File: src/rtl/exclusivity_monitor.sv
// -----------------------------------------------------------------------------
// exclusivity_monitor
//   Run-time checker for exclusivity rules on NUM_CH control signals (grants,
//   selects, enables). One rule is applied per cycle to the monitored vector:
//     MODE 0 : at most one signal high
//     MODE 1 : exactly one signal high
//     MODE 2 : not all signals high
//   The monitor also provides the following tracking:
//     - a saturating count of violating samples
//     - a saturating run-length of consecutive violating samples, which drives
//       a sticky FAULT state once it reaches FAULT_THRESH
//     - capture of the vector and timestamp of the first violation
//
// Ports
//   clock      in   rising-edge clock
//   rst_n      in   synchronous reset, active low (beats clear)
//   enable     in   1 = sample sig this cycle, 0 = hold state (FSM parks in IDLE)
//   clear      in   synchronous clear of status, counters and capture
//   sig        in   [NUM_CH]  monitored signals
//   violation  out  rule failed on the previous enabled sample
//   err_sticky out  set on first violation, held until clear/reset
//   fault      out  1 while the FSM is in FAULT
//   viol_count out  [CNT_W]   total violating samples, saturating
//   first_vec  out  [NUM_CH]  sig at first violation
//   first_ts   out  [TS_W]    timestamp at first violation
//   timestamp  out  [TS_W]    enabled-cycle counter, saturating
// -----------------------------------------------------------------------------
module exclusivity_monitor #(
  parameter int NUM_CH       = 2,
  parameter int MODE         = 0,
  parameter int CNT_W        = 8,
  parameter int TS_W         = 16,
  parameter int FAULT_THRESH = 1
) (
  input  logic              clock,
  input  logic              rst_n,
  input  logic              enable,
  input  logic              clear,
  input  logic [NUM_CH-1:0] sig,
  output logic              violation,
  output logic              err_sticky,
  output logic              fault,
  output logic [CNT_W-1:0]  viol_count,
  output logic [NUM_CH-1:0] first_vec,
  output logic [TS_W-1:0]   first_ts,
  output logic [TS_W-1:0]   timestamp
);

  localparam int POP_W = $clog2(NUM_CH + 1);
  localparam logic [CNT_W-1:0] CNT_MAX = '1;
  localparam logic [TS_W-1:0]  TS_MAX  = '1;

  // Parameter legality is checked at elaboration
  if (NUM_CH < 2) begin : g_bad_num_ch
    $error("exclusivity_monitor: NUM_CH must be >= 2");
  end
  if (MODE < 0 || MODE > 2) begin : g_bad_mode
    $error("exclusivity_monitor: MODE must be 0, 1 or 2");
  end
  if (FAULT_THRESH < 1 || 64'(FAULT_THRESH) > ((64'd1 << CNT_W) - 64'd1)) begin : g_bad_thresh
    $error("exclusivity_monitor: FAULT_THRESH out of range 1..2**CNT_W-1");
  end

  typedef enum logic [1:0] {
    ST_IDLE  = 2'd0,
    ST_ARMED = 2'd1,
    ST_FAULT = 2'd2
  } state_t;

  state_t           state, state_nxt;
  logic             fault_latched;
  logic [CNT_W-1:0] run_len;

  logic [POP_W-1:0] pop;
  logic             rule_hit;
  logic             sig_unknown;
  logic             viol;
  logic [CNT_W-1:0] cnt_inc;
  logic [CNT_W-1:0] run_inc;
  logic [TS_W-1:0]  ts_inc;
  logic             thresh_hit;

  // ---------------------------------------------------------------------------
  // Rule evaluation
  // ---------------------------------------------------------------------------
  always_comb begin
    // NOTE: combinational blocks use blocking '=', clocked blocks use '<='.
    pop = '0;
    for (int i = 0; i < NUM_CH; i++) begin
      pop = pop + POP_W'(sig[i]);
    end
  end

  if (MODE == 0) begin : g_mode_at_most_one
    assign rule_hit = (pop > POP_W'(1));
  end else if (MODE == 1) begin : g_mode_exactly_one
    assign rule_hit = (pop != POP_W'(1));
  end else begin : g_mode_not_all
    // All bits set is the same as popcount equal to the width.
    assign rule_hit = (pop == POP_W'(NUM_CH));
  end

  // An unknown sample counts as a violation in simulation. This keeps X out
  // of the counters, because the forced 1 dominates the OR.
`ifdef SYNTHESIS
  assign sig_unknown = 1'b0;
`else
  assign sig_unknown = $isunknown(sig);
`endif

  assign viol = sig_unknown | rule_hit;

  // Saturating increments
  assign cnt_inc    = (viol_count == CNT_MAX) ? viol_count : viol_count + CNT_W'(1);
  assign run_inc    = (run_len    == CNT_MAX) ? run_len    : run_len    + CNT_W'(1);
  assign ts_inc     = (timestamp  == TS_MAX)  ? timestamp  : timestamp  + TS_W'(1);
  assign thresh_hit = viol && (run_inc >= CNT_W'(FAULT_THRESH));

  // ---------------------------------------------------------------------------
  // FSM: state register
  // ---------------------------------------------------------------------------
  always_ff @(posedge clock) begin
    if (!rst_n) begin
      state <= ST_IDLE;
    end else begin
      state <= state_nxt;
    end
  end

  // ---------------------------------------------------------------------------
  // FSM: next state
  // ---------------------------------------------------------------------------
  always_comb begin
    // NOTE: default first so every path assigns state_nxt (no inferred latch).
    state_nxt = state;
    case (state)
      ST_IDLE: begin
        if (enable) begin
          state_nxt = (fault_latched || thresh_hit) ? ST_FAULT : ST_ARMED;
        end
      end
      ST_ARMED: begin
        if (!enable) begin
          state_nxt = ST_IDLE;
        end else if (thresh_hit) begin
          state_nxt = ST_FAULT;
        end
      end
      ST_FAULT: begin
        // Sticky: only a disabled cycle parks it in IDLE. The latch brings
        // it straight back once sampling resumes.
        if (!enable) begin
          state_nxt = ST_IDLE;
        end
      end
      default: state_nxt = ST_IDLE;
    endcase
    if (clear) begin
      state_nxt = enable ? ST_ARMED : ST_IDLE;
    end
  end

  // ---------------------------------------------------------------------------
  // FSM: outputs
  // ---------------------------------------------------------------------------
  always_comb begin
    fault = (state == ST_FAULT);
  end

  // ---------------------------------------------------------------------------
  // Status, counters and first-failure capture
  // ---------------------------------------------------------------------------
  always_ff @(posedge clock) begin
    if (!rst_n || clear) begin
      violation     <= 1'b0;
      err_sticky    <= 1'b0;
      viol_count    <= '0;
      first_vec     <= '0;
      first_ts      <= '0;
      timestamp     <= '0;
      run_len       <= '0;
      fault_latched <= 1'b0;
    end else if (enable) begin
      violation <= viol;
      timestamp <= ts_inc;
      if (viol) begin
        viol_count <= cnt_inc;
        run_len    <= run_inc;
        if (!err_sticky) begin
          err_sticky <= 1'b1;
          first_vec  <= sig;
          first_ts   <= timestamp;   // pre-increment value of this cycle
        end
      end else begin
        run_len <= '0;
      end
      if (state_nxt == ST_FAULT) begin
        fault_latched <= 1'b1;
      end
    end else begin
      violation <= 1'b0;
    end
  end

  // ---------------------------------------------------------------------------
  // Embedded checks (simulation only)
  // ---------------------------------------------------------------------------
`ifndef SYNTHESIS
  a_sig_known : assert property (@(posedge clock)
    (rst_n && enable) |-> !$isunknown(sig))
    else $error("exclusivity_monitor: unknown value on sig");

  a_rule_flag : assert property (@(posedge clock)
    (rst_n && enable && !clear) |=> (violation == $past(viol)))
    else $error("exclusivity_monitor: violation flag disagrees with MODE %0d rule", MODE);

  a_count_mono : assert property (@(posedge clock)
    (rst_n && !clear) |=> (viol_count >= $past(viol_count)))
    else $error("exclusivity_monitor: viol_count decreased without clear/reset");

  a_fault_err : assert property (@(posedge clock) disable iff (!rst_n)
    fault |-> err_sticky)
    else $error("exclusivity_monitor: fault without err_sticky");
`endif

endmodule
File: config.mk
export PLATFORM = sky130hd
export DESIGN_NAME = exclusivity_monitor
export DESIGN_NICKNAME = d
export VERILOG_FILES = /design/src/rtl/exclusivity_monitor.sv
export SDC_FILE = /design/constraint.sdc
export NUM_CORES = 1
export LEC_CHECK = 0
export ABC_AREA = 1
export CAP_MARGIN = 10
export CORE_ASPECT_RATIO = 1.5
export CORE_MARGIN = 2
export CORE_UTILIZATION = 51
export DETAILED_ROUTE_END_ITERATION = 16
export PLACE_DENSITY = 0.76
export SLEW_MARGIN = 20
export SYNTH_ARGS = -nofsm -noshare
export SYNTH_HDL_FRONTEND = slang
export SYNTH_SLANG_ARGS = --single-unit
File: constraint.sdc
create_clock -name clock -period 2.3 [get_ports clock]
set_clock_uncertainty 0.15 [all_clocks]
set_input_delay 0.23 -clock clock [delete_from_list [all_inputs] [get_ports clock]]
set_output_delay 0.23 -clock clock [all_outputs]
set_load 0.05 [all_outputs]
; Yosys cells after proc, flatten, opt, wreduce, memory -nomap -nowiden
; Cells that the tools add are included.
[classes]
add_sub_neg = 4
n_eq_ne = 6
n_reduce_logical = 11
muxes = 10
bitwise_logic = 4
magnitude_cmp = 2
[ops]
columns = cell, n
row1 = 16-bit by 1-bit adder with 16-bit output (second input constant), 1
row2 = 8-bit by 1-bit adder with 8-bit output (second input constant), 2
row3 = 16-bit equality test (second input constant), 1
row4 = 8-bit equality test (second input constant), 2
row5 = 8-bit two-way mux, 2
row6 = 2-bit two-way mux, 6
row7 = 8-bit by 1-bit >= comparator with 1-bit output (second input constant), 1
row8 = 2-bit case mux with 3 select lines, 1
row9 = 2-bit AND reduction, 3
row10 = 3-bit AND reduction, 2
row11 = 2-bit equality test (second input constant), 2
row12 = 1-bit NOT, 4
row13 = 1-bit by 1-bit adder with 2-bit output, 1
row14 = 2-bit by 1-bit equality test with 1-bit output (second input constant), 1
row15 = 2-bit by 1-bit > comparator with 1-bit output (second input constant), 1
row16 = 2-bit zero test, 1
row17 = 1-bit logical OR, 2
row18 = 2-bit OR reduction, 1
row19 = 1-bit logical AND, 1
row20 = 1-bit zero test, 1
row21 = 1-bit two-way mux, 1
[word_totals]
out_inout_bits = 45
input_bits = 6
ff_bits = 55

; Logic depth before layout (Yosys ltp)
[depth]
ltp_word = 11
depth_mapped = 15
depth_no_buf = 15

; Worst setup path after synthesis
; No wires, ideal clock.
[synth_timing]
path_kind = reg2reg
start = reg timestamp[1]
end = reg timestamp[11]
required_time_ns = 2.033
slack_ns = 0.182
arrival_time_ns = 1.851
period_less_slack_ns = 2.118
stages_incl_launch_ff = 13
cell_sequence = dfxtp_1 -> ha_1 -> nand3_1 -> nor2_1 -> nand3_1 -> nand2_2 -> inv_2 -> nand3_2 -> nor2_1 -> inv_1 -> nor2_1 -> a21oi_1 -> nor2_1
[synth_via]
elab_chain_len = 3
elab_cells_between_ends = 4
classes_between = 1 x add/sub / 1 x eq/ne / 1 x bitwise / 1 x reduce/logical
[synth_rtl]
columns = element, line_no
row1 = from (decl), 46  ; output logic [TS_W-1:0] timestamp
row2 = from (signal assigned), 185  ; timestamp <= ts_inc;
row3 = "parallel branches: the longest is 3 deep, another holds 16-bit by 1-bit adder with 16-bit output", --
; Several ways; the timed one is not identified.
; A chain may end at the register's enable or synchronous reset.

; Worst setup path in the final report
[layout_timing]
start = reg state[1]
end = out fault
[layout_via]
elab_chain_len = 1
[layout_rtl]
columns = element, line_no
row1 = from (decl), 70  ; state_t state, state_nxt;
row2 = from (signal assigned), 126  ; state <= state_nxt;
row3 = 2-bit equality test, 167  ; fault = (state == ST_FAULT);
row4 = to (decl), 42  ; output logic fault,
; Every way passes these cells.

==> impl_metrics.tcl <==
set metrics [dict create \
    status "completed" \
    rsz0062_at_grt "no" \
    wirelength_um 5910 \
    final_common_cell "nand2_1" \
    worstPathMaxFanout 4 \
    crit_start "state[1]" \
    grt_usage 0.233 \
    ys_async_sr_fraction 0 \
    numCtsBuffers 5 \
    syn_nets 355 \
    cts_setup_buffers 0 \
    coreArea_um2 4770 \
    required_ns 1.92 \
    tightest_slew_ns 0.514 \
    yosys_warnings 0 \
    tns_ns 0 \
    route.detailed.drc 0 \
    clockBufferDepth 2 \
    cts.clk_slew.worst_paths_ns 0.09 \
    place_area_um2 3090 \
    synth_edf_count 0 \
    syn_inst 346 \
    clk_latency_ns 0.31 \
    switching_share 0.234 \
    gp_congestion 0.908 \
    post-route-period-util 0.911 \
    pin_count 51 \
    relSlewSlack 0.656 \
    p_leak_nw 1.16 \
    synth_seq_cells 55 \
    h-tree-depth 2 \
    viasPerCell 5.16 \
    hold_violations 0 \
    vias 2414 \
    grt_max_degree 35 \
    final_max_slew_viol_count 0 \
    fmax_ghz 0.477 \
    hp-class "reg -> reg" \
    p_int_mw 1.33 \
    syn_avg_cell_area_um2 7.19 \
    seq_power_share 0.561 \
    p_clk_frac 0.360 \
    antenna_left 0 \
    root_buffer "clkbuf_8" \
    start_kind "flop" \
    yosysTopAreaCellShare 0.442 \
    dp_slack_ns 0.252 \
    design_area_um2 3190 \
    end_kind "output port" \
    drt_iter0_markers 82 \
    cts_resized 0 \
    hpwl_um 4400 \
    pwr-share-comb 0.079 \
    hp-start "first_vec[0]" \
    crit_type "reg -> out" \
    die_area_um2 5470 \
    grt_remaining_overflow 0 \
    cts_num_sinks 55 \
    area_growth_syn_to_layout_pct 28.3 \
    cts-hold-fix-buffers 0 \
    antenna_cells 0 \
    antenna_found_initial 0 \
    cap_viol_max_count 0 \
    die-width_um 61.0 \
    synth_area_leaders "dfxtp_1 44%, nand2_1 10%, a21oi_1 7.4%" \
    grt_pass1_wl_um 9700 \
    reg2reg_from "run_len[0]" \
    synth.cell_area_um2 2490 \
    yosysSeqAreaShare 0.442 \
    port_buffers 50 \
    setup_viol 0 \
    first_global_vias 2254 \
    p_switching_uw 405 \
    initial_core_util 0.522 \
    fin_nets 411 \
    std_cell_rows 31 \
    cts_tree "yes" \
    firstDrtPassIters 4 \
    yosysUniqueCellTypes 30 \
    wire_per_inst_um 12.6 \
    pwr_density_cell_nw_per_um2 543 \
    drive_gt1_frac 0.0821 \
    fin_crit_ns 2.09 \
    layout_common_cells "66 x nand2_1, 55 x dfxtp_1, 50 x clkdlybuf4s50_1" \
    vdd_ir_drop_max_mv 0.356 \
    die_height_um 89.6 \
    cp.arrival_ns 1.71 \
    whs_ns 0.332 \
    fin_ws_ns 0.206 \
    synthFlopType "dfxtp_1" \
    yosys.area.top_type "dfxtp_1" \
]
## synthesized netlist by cell type, drive strengths merged (2+ instances only)
master   n
nor3b    3
ha       3
a21oi   38
nand2   71
nor2    40
inv     45
nor3    10
o21ai   37
xor2     2
dfxtp   55
nand4    4
clkbuf   4
nand3   21
o21a     2
buf      3
nor4     2
## cell type report
type / instances / area (µm²)
Fill cell: 445 / 1580
Multi-Input combinational cell: 239 / 1190
Sequential cell: 55 / 1100
Timing Repair Buffer: 56 / 546
Inverter: 45 / 169
Tap cell: 66 / 82.6
Clock buffer: 6 / 72.6
Clock inverter: 1 / 30.0
## per-layer routing
metal | track usage | vias to the layer above | part of all wire
li1 | - | 1243 | -
met1 | 0.262 | 1105 | 0.42
met2 | 0.430 | 54 | 0.53
met3 | 0.0391 | 12 | 0.033
met4 | 0.0791 | 0 | 0.019
met5 | 0 | - | 0
## registers in the layout, summed over array words and instances (netlist names)
register,cells
err_sticky,1
fault_latched,1
first_ts,16
first_vec,2
run_len,8
state,2
timestamp,16
viol_count,8
violation,1
## worst max-delay path, stage by stage, from the launching register on
cell             delay [ns]
dfxtp_1                0.40
inv_1                  0.09
nor2_1                 0.11
clkdlybuf4s50_1        0.81
## through the flow
step | std cells | util | total power [mW]
2_1_floorplan | 346 | - | 1.08
3_3_place_gp | 461 | 0.648 | 1.13
3_5_place_dp | 461 | 0.648 | 1.13
4_1_cts | 468 | 0.669 | 1.74
5_1_grt | 468 | 0.669 | 1.80
6_report | 468 | 0.669 | 1.73
## power by group through the flow
stage | logic (mW) | registers, mW | clock network (mW)
floorplan | 0.0577 | 1.03 | 0
global placement | 0.135 | 0.994 | 0
detailed placement | 0.137 | 0.994 | 0
CTS | 0.138 | 0.972 | 0.635
global route | 0.149 | 0.975 | 0.676
finish | 0.137 | 0.972 | 0.624
## final timing paths
| kind | end | slack [ns] | cells past startpoint |
|---|---|---|---|
| worst min register to register | first_vec[0] | 0.33 | 2 |
| worst max register to register | fault_latched | 0.28 | 14 |
| worst max-delay path | fault | 0.21 | 3 |
| worst min-delay path | first_vec[0] | 0.33 | 2 |
## kinds of logic (layout without fill, tap and decap cells)
family | Yosys count | after routing | synth area share
AO/OA/AOI/OAI | 80 | 80 | 0.168
XOR/XNOR | 3 | 3 | 0.0106
adder cells (fa/ha/maj) | 3 | 3 | 0.0151
buffers and inverters | 52 | 108 | 0.0799
flip-flops | 55 | 55 | 0.442
AND/OR/NAND/NOR | 153 | 153 | 0.284
(Power assumes the default switching activity.)
==> variant 1, RTL diff (same flow settings) <==
The parameter `TS_W` goes from 16 to 24.
--- a/src/rtl/exclusivity_monitor.sv
+++ b/src/rtl/exclusivity_monitor.sv
@@ -31,3 +31,3 @@
   parameter int CNT_W        = 8,
-  parameter int TS_W         = 16,
+  parameter int TS_W         = 24,
   parameter int FAULT_THRESH = 1
Interface: changed (resized first_ts and timestamp); port bits go from 51 to 67. The function was not compared with the original's and may differ.
==> variant 1 against the unedited design <==
- first-iteration DRC count rose by 78%
- routed wire length up 51%
- sequential cell count increased by 16
- design area up 38%
- critical path depth fell by 1
- area after synthesis is 33% higher
- worst setup slack got worse by 2.2 ps
- power up 40%
- critical endpoint is now timestamp[7]
- highest routed layer unchanged
==> variant 1: results (changes against the unedited design) <==
| Metric | Value |
|---|---|
| Critical Path Fanout Max | 6 (+2) |
| Dpl cells | 622 (+35%) |
| Vias per Instance | 5.31 (+3.0%) |
| Non-filler cells, final | 638 (+36%) |
| Num CTS Buffers | 9 (+4) |
| H-tree depth | 3 (+1) |
| Register area share after synthesis | 0.431 (-0.0115) |
| Fillcell total | 559 (+26%) |
| Design Area, Final | 4400 µm² (+38%) |
| Maximum vdd drop | 345 µV (-3.0%) |
| First-pass GRT wire length | 14.6 mm (+50%) |
| Worst slack at placement | -30.4 ps (-283 ps) |
| Area contributors post-synth | dfxtp_1 (43%), nand2_1 (13%), a21oi_1 (7.1%), nor2_1 (6.4%), o21ai_0 (5.3%) |
| Post-Syn Area per Cell | 7.02 µm² (-2.4%) |
| Clock Latency Late Sink | 340 ps (+30 ps) |
| Slew headroom | 0.522 (-0.134) |
| Final #Nets | 568 (+38%) |
| Global-route usage over all layers | 0.258 (+0.0243) |
| Most frequent cells after synthesis | nand2_1 (115), dfxtp_1 (71), nor2_1 (56), a21oi_1 (47), inv_1 (41) |
| Distinct cell type count after synthesis | 32 (+6.7%) |
| Leakage | 1.67 nW (+44%) |
| Pre-antenna DRT Iters | 6 (+2) |
| Initial DRC Count | 146 (+78%) |
| Cell Area, Placed | 4190 µm² (+36%) |
| Pin count of the biggest net entering global routing | 32 (-8.6%) |
| Hpwl dp | 6.61 mm (+50%) |
| Synthesized flop and latch total | 71 (+29%) |
| Port buffer count | 66 (+32%) |
| Syn nets | 479 (+35%) |
| GP Congestion | 0.917 (+0.92%) |
| Post-Route WL | 8.94 mm (+51%) |
| Outcome | finished clean |
| Top Registers | first_ts (24), timestamp (24) |
| CP arrival | 1720 ps |
variant 1: metrics by stage:
step | hold slack (ps) | power [mW]
2_1_floorplan | 219 | 1.40
3_3_place_gp | 293 | 1.46
3_5_place_dp | 293 | 1.46
4_1_cts | 306 | 2.44
5_1_grt | 328 | 2.51
6_report | 303 | 2.42
variant 1: path summary, 6_finish.rpt:
path / from / endpoint / slack, ps / depth (start not counted)
min: fault_latched / fault_latched / 300 / 2
max reg2reg: timestamp[4] / timestamp[0] / 250 / 10
max: timestamp[7] / timestamp[7] / 200 / 2
min reg2reg: fault_latched / fault_latched / 300 / 2
variant 1: power breakdown:
group / internal, mW / total, mW / leakage [nW] / switching (mW)
Combinational: 0.0598 / 0.182 / 0.995 / 0.122
Sequential: 1.24 / 1.25 / 0.574 / 0.00910
Clock: 0.524 / 0.989 / 0.0981 / 0.465
variant 1: area by class of cell:
| type | instances | share of cell area |
|---|---|---|
| clock buffer | 10 | 0.0313 |
| clock inverter | 6 | 0.0137 |
| inverter | 47 | 0.0401 |
| multi-input combinational | 338 | 0.373 |
| sequential | 71 | 0.323 |
| tap | 74 | 0.0210 |
| timing repair buffer | 92 | 0.197 |
variant 1: metal layers:
layer | up-vias | routed length, µm | global-route usage
met3 | 20 | 395 | 0.0391
met5 | - | 0 | 0
li1 | 1716 | - | -
met1 | 1539 | 3640 | 0.294
met2 | 115 | 4640 | 0.473
met4 | 0 | 260 | 0.126
variant 1: kinds of logic (layout without fill, tap and decap cells):
group | after synthesis | after routing | synth area share
fa+ha+maj | 3 | 3 | 0.0114
xor+xnor | 15 | 15 | 0.0398
simple gates | 228 | 228 | 0.297
flops | 71 | 71 | 0.431
compound gates | 92 | 92 | 0.146
buf+inv | 61 | 155 | 0.0747
variant 1: repair_timing:
action,in CTS,in global routing
endpoints found under the setup margin,1,0
buffers inserted,0,0
gates resized for setup,1,0
variant 1: worst register-to-register path, cell delays in order (launching register included):
cell and delay (ps):
dfxtp_1 450, inv_2 100, nor4_4 340, nand2_2 120, nor2_4 130, buf_4 140
nand2_1 60, nand2_2 100, buf_12 160, o21ai_1 70, a21oi_1 170
==> variant 2, RTL diff (same settings) <==
Made on the original files. Re-encode `state_t` (3 states) as one-hot, 3 bits wide.
--- a/src/rtl/exclusivity_monitor.sv
+++ b/src/rtl/exclusivity_monitor.sv
@@ -63,6 +63,6 @@
 
-  typedef enum logic [1:0] {
-    ST_IDLE  = 2'd0,
-    ST_ARMED = 2'd1,
-    ST_FAULT = 2'd2
+  typedef enum logic [2:0] {
+    ST_IDLE  = 3'b001,
+    ST_ARMED = 3'b010,
+    ST_FAULT = 3'b100
   } state_t;
Check against the original RTL: no difference found for any inputs over 10 cycles, from zero or initial values and one cycle with rst_n low; not proved beyond that.
==> variant 2 against the unedited design <==
- sequential cell count is 1 higher
- routed wire length is 2.4% lower
- area after synthesis is 1.6% higher
- power is 2.7% higher
- cell count is 0.64% higher
- worst setup slack worse by 110 ps
- design area is 2.2% higher
- count of clock-buffer cells in the layout stayed put
- largest power group unchanged
- highest routed layer unchanged
==> variant 2: results (changes against the unedited design) <==
| Metric | Value |
|---|---|
| Synthesis Warnings | 0 (unchanged) |
| Cell Area, Placed | 3150 µm² (+2.1%) |
| CP arrival | 1830 ps (+120 ps) |
| Syn nets | 356 (+0.28%) |
| Outcome | finished clean |
| Fillcell total | 440 (-1.1%) |
| Worst flop-to-flop path startpoint | timestamp[1] |
| Worst hold margin | 319 ps (-12.9 ps) |
| Drt wl/cell | 12.3 µm (-3.0%) |
| R2R cell count | 11 (-3) |
| Area contributors post-synth | dfxtp_1 (44%), nand2_1 (9.1%), o21ai_0 (6.9%), inv_1 (6.4%), nor2_1 (6.2%) |
| CP max stage delay | 870 ps (+60 ps) |
| Global-route usage over all layers | 0.225 (-0.00810) |
| Vias in the first global route | 2349 (+4.2%) |
| Dpl cells | 463 (+0.43%) |
| Most frequent cells after synthesis | nand2_1 (61), dfxtp_1 (56), inv_1 (43), nor2_1 (42), o21ai_0 (35) |
| Pre-antenna DRT Iters | 5 (+1) |
| Distinct cell type count after synthesis | 34 (+13%) |
| Pin count of the biggest net entering global routing | 31 (-11%) |
| Maximum vdd drop | 418 µV (+18%) |
| Post-Syn Area per Cell | 7.29 µm² (+1.3%) |
| Reg2reg end | timestamp[9] |
| Post-Route WL | 5.77 mm (-2.4%) |
| First-pass GRT wire length | 9.72 mm (+0.22%) |
| FF-to-FF setup slack | 330 ps (+50 ps) |
| Final #Nets | 413 (+0.49%) |
| Worst slack at placement | 232 ps (-20.0 ps) |
| Critical Path Fanout Max | 3 (-1) |
| Initial DRC Count | 90 (+9.8%) |
| Vias | 2419 (+0.21%) |
| Hold path start | fault_latched |
| Hpwl dp | 4.44 mm (+0.84%) |
## variant 2: changes by cell type in the layout (fill, tap and decap cells not counted), moves of 2 or more
cell      before  now
nand3_1       19   14
nand2_1       66   61
o22ai_1        1    5
inv_1         41   43
nand2_2        4    6
clkinv_2       0    2
inv_2          4    2
o21a_1         2    4
nor2_1        34   42
a21oi_1       37   31
o21ai_0       37   35
## variant 2: worst max-delay path: cells and delay by family (launching register included)
family        cells  cell delay, ps
buf+inv           1             870
flops             1             340
simple gates      1             320
## variant 2: cell type report
class | count | area (µm²) | share of cell area
Timing Repair Buffer | 58 | 573 | 0.176
Sequential cell | 56 | 1120 | 0.344
Clock inverter | 2 | 35.0 | 0.0107
Inverter | 46 | 174 | 0.0533
Clock buffer | 6 | 72.6 | 0.0223
Multi-Input combinational cell | 237 | 1200 | 0.369
Tap cell | 66 | 82.6 | 0.0253
## variant 2: worst min path at each step
stage / cells after the start / end
after floorplan: 2 / state[2]
after detailed placement: 2 / fault_latched
after global routing: 2 / fault_latched
final: 2 / fault_latched
after global placement: 2 / fault_latched
after CTS: 2 / fault_latched
## variant 2: where the power goes
group	total (mW)	internal (mW)	switching [mW]
combinational	0.150	0.0529	0.0974
clock	0.637	0.324	0.314
sequential	0.992	0.983	0.00914
## variant 2: metal layers
layer / up-vias / wire (µm) / share of wire / global-route usage
met3: 14 / 229 / 0.040 / 0.0489
met5: - / 0 / 0 / 0
li1: 1251 / - / - / -
met2: 53 / 3150 / 0.55 / 0.409
met4: 0 / 131 / 0.023 / 0.0833
met1: 1101 / 2260 / 0.39 / 0.238
## variant 2: logic make-up after synthesis
kind of cell | Yosys count | synth area share
flops | 56 | 0.443
compound gates | 81 | 0.179
xor+xnor | 4 | 0.0139
simple gates | 149 | 0.268
fa+ha+maj | 3 | 0.0148
buf+inv | 54 | 0.0811
